## config.mk

```make
export PLATFORM = sky130hd
export DESIGN_NAME = regfile_dump
export DESIGN_NICKNAME = d
export VERILOG_FILES = /design/src/rtl/regfile_dump_pkg.sv /design/src/rtl/regfile_dump.sv
export SDC_FILE = /design/constraint.sdc
export NUM_CORES = 1
export LEC_CHECK = 0
export BUFFER_PORTS_ARGS = -buffer_cell sky130_fd_sc_hd__buf_2
export CAP_MARGIN = 20
export CORE_ASPECT_RATIO = 2
export CORE_UTILIZATION = 48
export CTS_CLUSTER_DIAMETER = 50
export DETAILED_ROUTE_END_ITERATION = 10
export MAX_ROUTING_LAYER = met4
export PLACE_DENSITY = 0.73
export SKIP_LAST_GASP = 1
export SLEW_MARGIN = 20
export SYNTH_ARGS = -nofsm -noshare
export SYNTH_HDL_FRONTEND = slang
export SYNTH_SLANG_ARGS = --single-unit
```

## constraint.sdc

```tcl
create_clock -name clk_cpu -period 2.7 [get_ports clk_cpu]
set_input_delay 0.27 -clock clk_cpu [delete_from_list [all_inputs] [get_ports clk_cpu]]
set_output_delay 0.27 -clock clk_cpu [all_outputs]
set_load 0.1 [all_outputs]
```

## src/rtl/regfile_dump_pkg.sv

```systemverilog
// Shared constants and state encoding for the register-file dump engine.
`ifndef N_REGS
`define N_REGS 32
`endif

package regfile_dump_pkg;

  localparam int DUMP_W = 32;

  typedef enum logic [1:0] {
    ST_IDLE  = 2'd0,
    ST_READ  = 2'd1,
    ST_DRAIN = 2'd2,
    ST_DONE  = 2'd3
  } dump_state_e;

endpackage

```

## src/rtl/regfile_dump.sv

```systemverilog
// Streams a contiguous (possibly wrapping) range of a register file out over a
// valid/ready port, accumulating a mod-2^32 checksum of the accepted beats.
module regfile_dump
  import regfile_dump_pkg::*;
#(
  parameter int N_REGS = `N_REGS,
  parameter int ADRS_W = 5
) (
  input  logic              clk_cpu,
  input  logic              reset,
  input  logic              start,
  input  logic              abort,
  input  logic [ADRS_W-1:0] start_adrs,
  input  logic [ADRS_W-1:0] end_adrs,
  output logic [ADRS_W-1:0] rd_adrs,
  input  logic [DUMP_W-1:0] rd_data,
  output logic              dump_valid,
  input  logic              dump_ready,
  output logic [DUMP_W-1:0] dump_data,
  output logic [ADRS_W-1:0] dump_adrs,
  output logic              dump_last,
  output logic              busy,
  output logic              done,
  output logic [DUMP_W-1:0] checksum
);

  dump_state_e       state_r;
  logic [ADRS_W-1:0] cnt_r;
  logic [ADRS_W-1:0] end_q_r;
  logic              xfer_s;
  logic              load_s;
  logic              last_s;
  logic [ADRS_W-1:0] cnt_next_s;

  assign rd_adrs = cnt_r;

  // Handshake decode and wrapping address increment.
  always_comb begin
    xfer_s = dump_valid && dump_ready;
    load_s = (state_r == ST_READ) && (!dump_valid || dump_ready);
    last_s = (cnt_r == end_q_r);
    if (cnt_r == ADRS_W'(N_REGS - 1)) begin
      cnt_next_s = '0;
    end else begin
      cnt_next_s = cnt_r + ADRS_W'(1);
    end
  end

  // Dump FSM with the single output register; abort wins over any progress.
  always_ff @(posedge clk_cpu) begin
    if (!reset) begin
      state_r    <= ST_IDLE;
      cnt_r      <= '0;
      end_q_r    <= '0;
      dump_valid <= 1'b0;
      dump_data  <= '0;
      dump_adrs  <= '0;
      dump_last  <= 1'b0;
      busy       <= 1'b0;
      done       <= 1'b0;
      checksum   <= '0;
    end else if (abort && (state_r != ST_IDLE)) begin
      state_r    <= ST_IDLE;
      dump_valid <= 1'b0;
      busy       <= 1'b0;
      done       <= 1'b0;
    end else begin
      done <= 1'b0;
      if (xfer_s) begin
        checksum <= checksum + dump_data;
      end
      case (state_r)
        ST_IDLE: begin
          if (start) begin
            cnt_r    <= start_adrs;
            end_q_r  <= end_adrs;
            checksum <= '0;
            busy     <= 1'b1;
            state_r  <= ST_READ;
          end
        end
        ST_READ: begin
          if (load_s) begin
            dump_valid <= 1'b1;
            dump_data  <= rd_data;
            dump_adrs  <= cnt_r;
            dump_last  <= last_s;
            cnt_r      <= cnt_next_s;
            if (last_s) begin
              state_r <= ST_DRAIN;
            end
          end
        end
        ST_DRAIN: begin
          // The last beat must leave before completion is signalled.
          if (dump_ready) begin
            dump_valid <= 1'b0;
            done       <= 1'b1;
            state_r    <= ST_DONE;
          end
        end
        ST_DONE: begin
          busy    <= 1'b0;
          state_r <= ST_IDLE;
        end
        default: begin
          state_r    <= ST_IDLE;
          dump_valid <= 1'b0;
          busy       <= 1'b0;
        end
      endcase
    end
  end

endmodule

```

==> key figures <==
Run status
  – Status: finished clean

Finish
  – Area growth syn-to-layout: 29.1%
  – Post-route cell area: ~6200 um^2
  – Most frequent cells in the layout: 134 x nand2_1, 124 x buf_2, 43 x a21oi_1, 43 x a21boi_0, 38 x dfxtp_2
  – Nets@finish: a little over 800
  – Final cell count without fillers: 860
  – Fill cell count: between 800 and 900
  – Share of cells above drive strength 1: 31.9%
  – Commonest non-fill, non-tap cell in the layout: nand2_1
  – Antenna diode count: 0

Logic synthesis
  – Post-synth ARST share: 0%
  – Mean Syn Cell Area: 8.10 um^2
  – Gate Count Post-Synth: ~600
  – Distinct cells, synth: 55
  – Post-synth top area share: between 30% and 40%
  – Top FF cell, synth: dfxtp_1
  – Yosys reg bits: 85
  – Number of flops mapped to enable cells by yosys: 0
  – Sequential share of the synthesized area: approximately 35%
  – Top cells by area, synth: dfxtp_1 35%, nand2_1 10%, ha_1 9.7%
  – Total nets after synthesis: around 680
  – Synth Cell Area: about 4800 um^2
  – Total number of yosys warnings: 0
  – Post-synth top area cell: dfxtp_1

Clock tree
  – Clock Tree Root: clkbuf_16
  – CTS H-tree depth: 3
  – Clock slew at reported path FFs: about 0.06 ns
  – Clock sink count: between 80 and 90
  – Cts bufs inserted: 9
  – Latest clock arrival within the worst-skew pair: 0.34 ns
  – CTS tree: built
  – Post-cts hold buffer count: 0
  – Longest Clk Path Bufs: 2

Worst setup path
  – Startpoint Class: register
  – Crit. End Element: register
  – Critical Path AT: 2.87 ns
  – Reg-to-Reg Start: dump_data[1]
  – Worst r2r path cells: 10
  – Flop2flop setup slack: roughly 0.1 ns
  – Worst Setup SP: dump_data[1]
  – CP Max Fanout: 4
  – R2R Path End: checksum[31]
  – Critical path class: reg2reg
  – Data required, critical path: between 2 and 3 ns
  – Crit path to: checksum[31]

STA
  – Crit share post-route: a little over nine tenths
  – Final setup violation count: 0
  – Pins over their slew limit: 0
  – RSZ-0062 raised after global routing: false
  – Normalized max-slew margin: ~53%
  – Setup Skew: approximately 0.0064 ns
  – Final-report hold violation count: 0
  – Final worst slack: around 0.099 ns
  – Min Tclk post-route: 2.60 ns
  – Fmax: 384 MHz
  – Actual slew at the worst max-slew pin: 0.697 ns

Placed design
  – Port Buffers: roughly 120
  – Detailed placement HPWL: approximately 10 mm
  – Routability cong.: 0.911
  – Place WS: -0.0206 ns
  – Placed Instance Area: between 5000 and 6000 um^2
  – # placed instances: between 800 and 900

Global route
  – Vias in the first global route: about 4600
  – Tot GR Track Use: between 20% and 30%
  – Initial antenna violation count: 0
  – Largest net degree at the start of global routing: 51
  – First-pass GRT wire length: 20.6 mm
  – GRT overflow: 0

Route
  – 1st-iter DRT viols: between 200 and 250
  – Vias per cell: roughly 5.5
  – Wire per inst: 15.5 um
  – Detailed Route WL: around 13 mm
  – DRT Pass-1 Iters: 5
  – ANT nets after route: 0
  – DRC violations left: 0
  – Vias: 4764

Floorplanning
  – Row cnt: 51
  – Die area: 10400 um^2
  – CORE AREA: 9700 um^2
  – Die W: between 70 and 80 um
  – Chip height: roughly 140 um
  – Top Ports: ~130
  – Starting Density: between 40% and 50%

Power and ir drop
  – Switch share: 48.2%
  – Tot Pwr: between 5 and 6 mW
  – Power share of the sequential group: 28.5%
  – Power per cell area: 951 nW/um^2
  – Clock power frac: 25.2%
  – Internal: between 3 and 4 mW
  – Peak supply drop: around 0.00093 V
  – Lkg Pwr: 2.96 nW
  – Switching pwr: approximately 2.8 mW
  – Combinational share of power: between 40% and 50%

Hold path
  – Worst Hold Class: in2reg

Job
  – Max cap viols: 0
## synthesized netlist by cell type, types with 3 or more instances
library cell	instances
nand3_1	9
nor3_1	8
dfxtp_1	85
a31oi_1	3
a21oi_1	46
a22o_1	8
nor2_1	27
o21ai_0	13
xnor2_1	17
ha_1	37
nand3b_1	3
and2_1	5
nor2b_1	5
inv_1	18
and3_1	9
o211ai_1	3
nand2_1	134
xor2_1	11
o221ai_1	3
clkbuf_1	22
nand2b_1	5
a211oi_1	4
a21o_1	15
o211a_1	6
nor3b_1	4
o21ai_1	8
a21boi_0	43
o21a_1	4
nand4_1	3
## repair_timing
item / in CTS / in global routing
setup endpoints to repair: 2 / 6
setup buffers: 0 / 7
pin swaps: 1 / 17
gates resized for setup: 1 / 10
## layer usage
layer | part of all wire, % | vias up | GRT usage [%]
met4 | 3.9 | 0 | 13.4
met3 | 4.1 | 33 | 3.44
li1 | - | 2338 | -
met1 | 38 | 2264 | 25.2
met2 | 54 | 129 | 49.3
met5 | 0 | - | -
## through the flow
| step | utilization [%] | TNS (ns) | hold WS, ns |
|---|---|---|---|
| global route | 63.8 | 0 | 0.178 |
| finish | 63.8 | 0 | 0.166 |
| detailed placement | 58.8 | -0.0319 | 0.453 |
| floorplan | - | -0.0183 | 0.404 |
| CTS | 62.7 | 0 | 0.162 |
| global placement | 58.8 | 0 | 0.448 |
## registers in the layout (all words and copies together), names as in the netlist
name and cells:
rd_adrs 5, done 1, end_q_r 5, dump_valid 1, checksum 32, dump_data 32, dump_adrs 5, busy 1
state_r 2, dump_last 1
## logic make-up (layout without fill, tap and decap cells)
kind of cell,count (synthesis),in the layout,share of synthesized area (%)
fa+ha+maj,38,38,10.1
compound gates,178,178,25.5
mux,2,2,0.417
xor+xnor,28,28,5.11
buf+inv,42,178,3.29
simple gates,219,219,20.1
flops,85,85,35.5
## cell type report
cell class                      count  area, um^2  share of cell area [%]
Multi-Input combinational cell    465        3000                    48.4
Sequential cell                    85        1800                    29.1
Timing Repair Buffer              144         783                    12.7
Clock buffer                       14         339                    5.48
Tap cell                          132         165                    2.67
Inverter                           18        67.6                    1.09
Clock inverter                      2        36.3                   0.586
## power by group through the flow
stage,clock [mW],sequential (mW),combinational [mW]
finish,1.48,1.68,2.73
floorplan,0,2.89,0.945
CTS,1.50,1.68,2.73
global route,1.55,1.71,2.89
detailed placement,0,1.70,2.72
global placement,0,1.70,2.67
## worst max-delay path, cell delays in order (launching register included)
cell     delay, ns
dfxtp_4       0.36
ha_1          0.30
a21o_1        0.18
and4_1        0.24
o21a_2        0.25
o21ai_2       0.18
a21oi_2       0.10
o21a_1        0.20
o311a_1       0.30
or3_1         0.31
a21oi_1       0.13
## worst min path at each step
stage	endpoint	cells past startpoint	slack (ns)	from
final	dump_data[15]	3	0.17	rd_data[15]
after global routing	dump_data[3]	3	0.18	rd_data[3]
after CTS	dump_data[15]	3	0.16	rd_data[15]
after detailed placement	checksum[11]	2	0.45	checksum[11]
after global placement	checksum[14]	2	0.45	checksum[14]
after floorplan	dump_data[15]	2	0.40	rd_data[15]
Power figures use the tool's default switching activity.
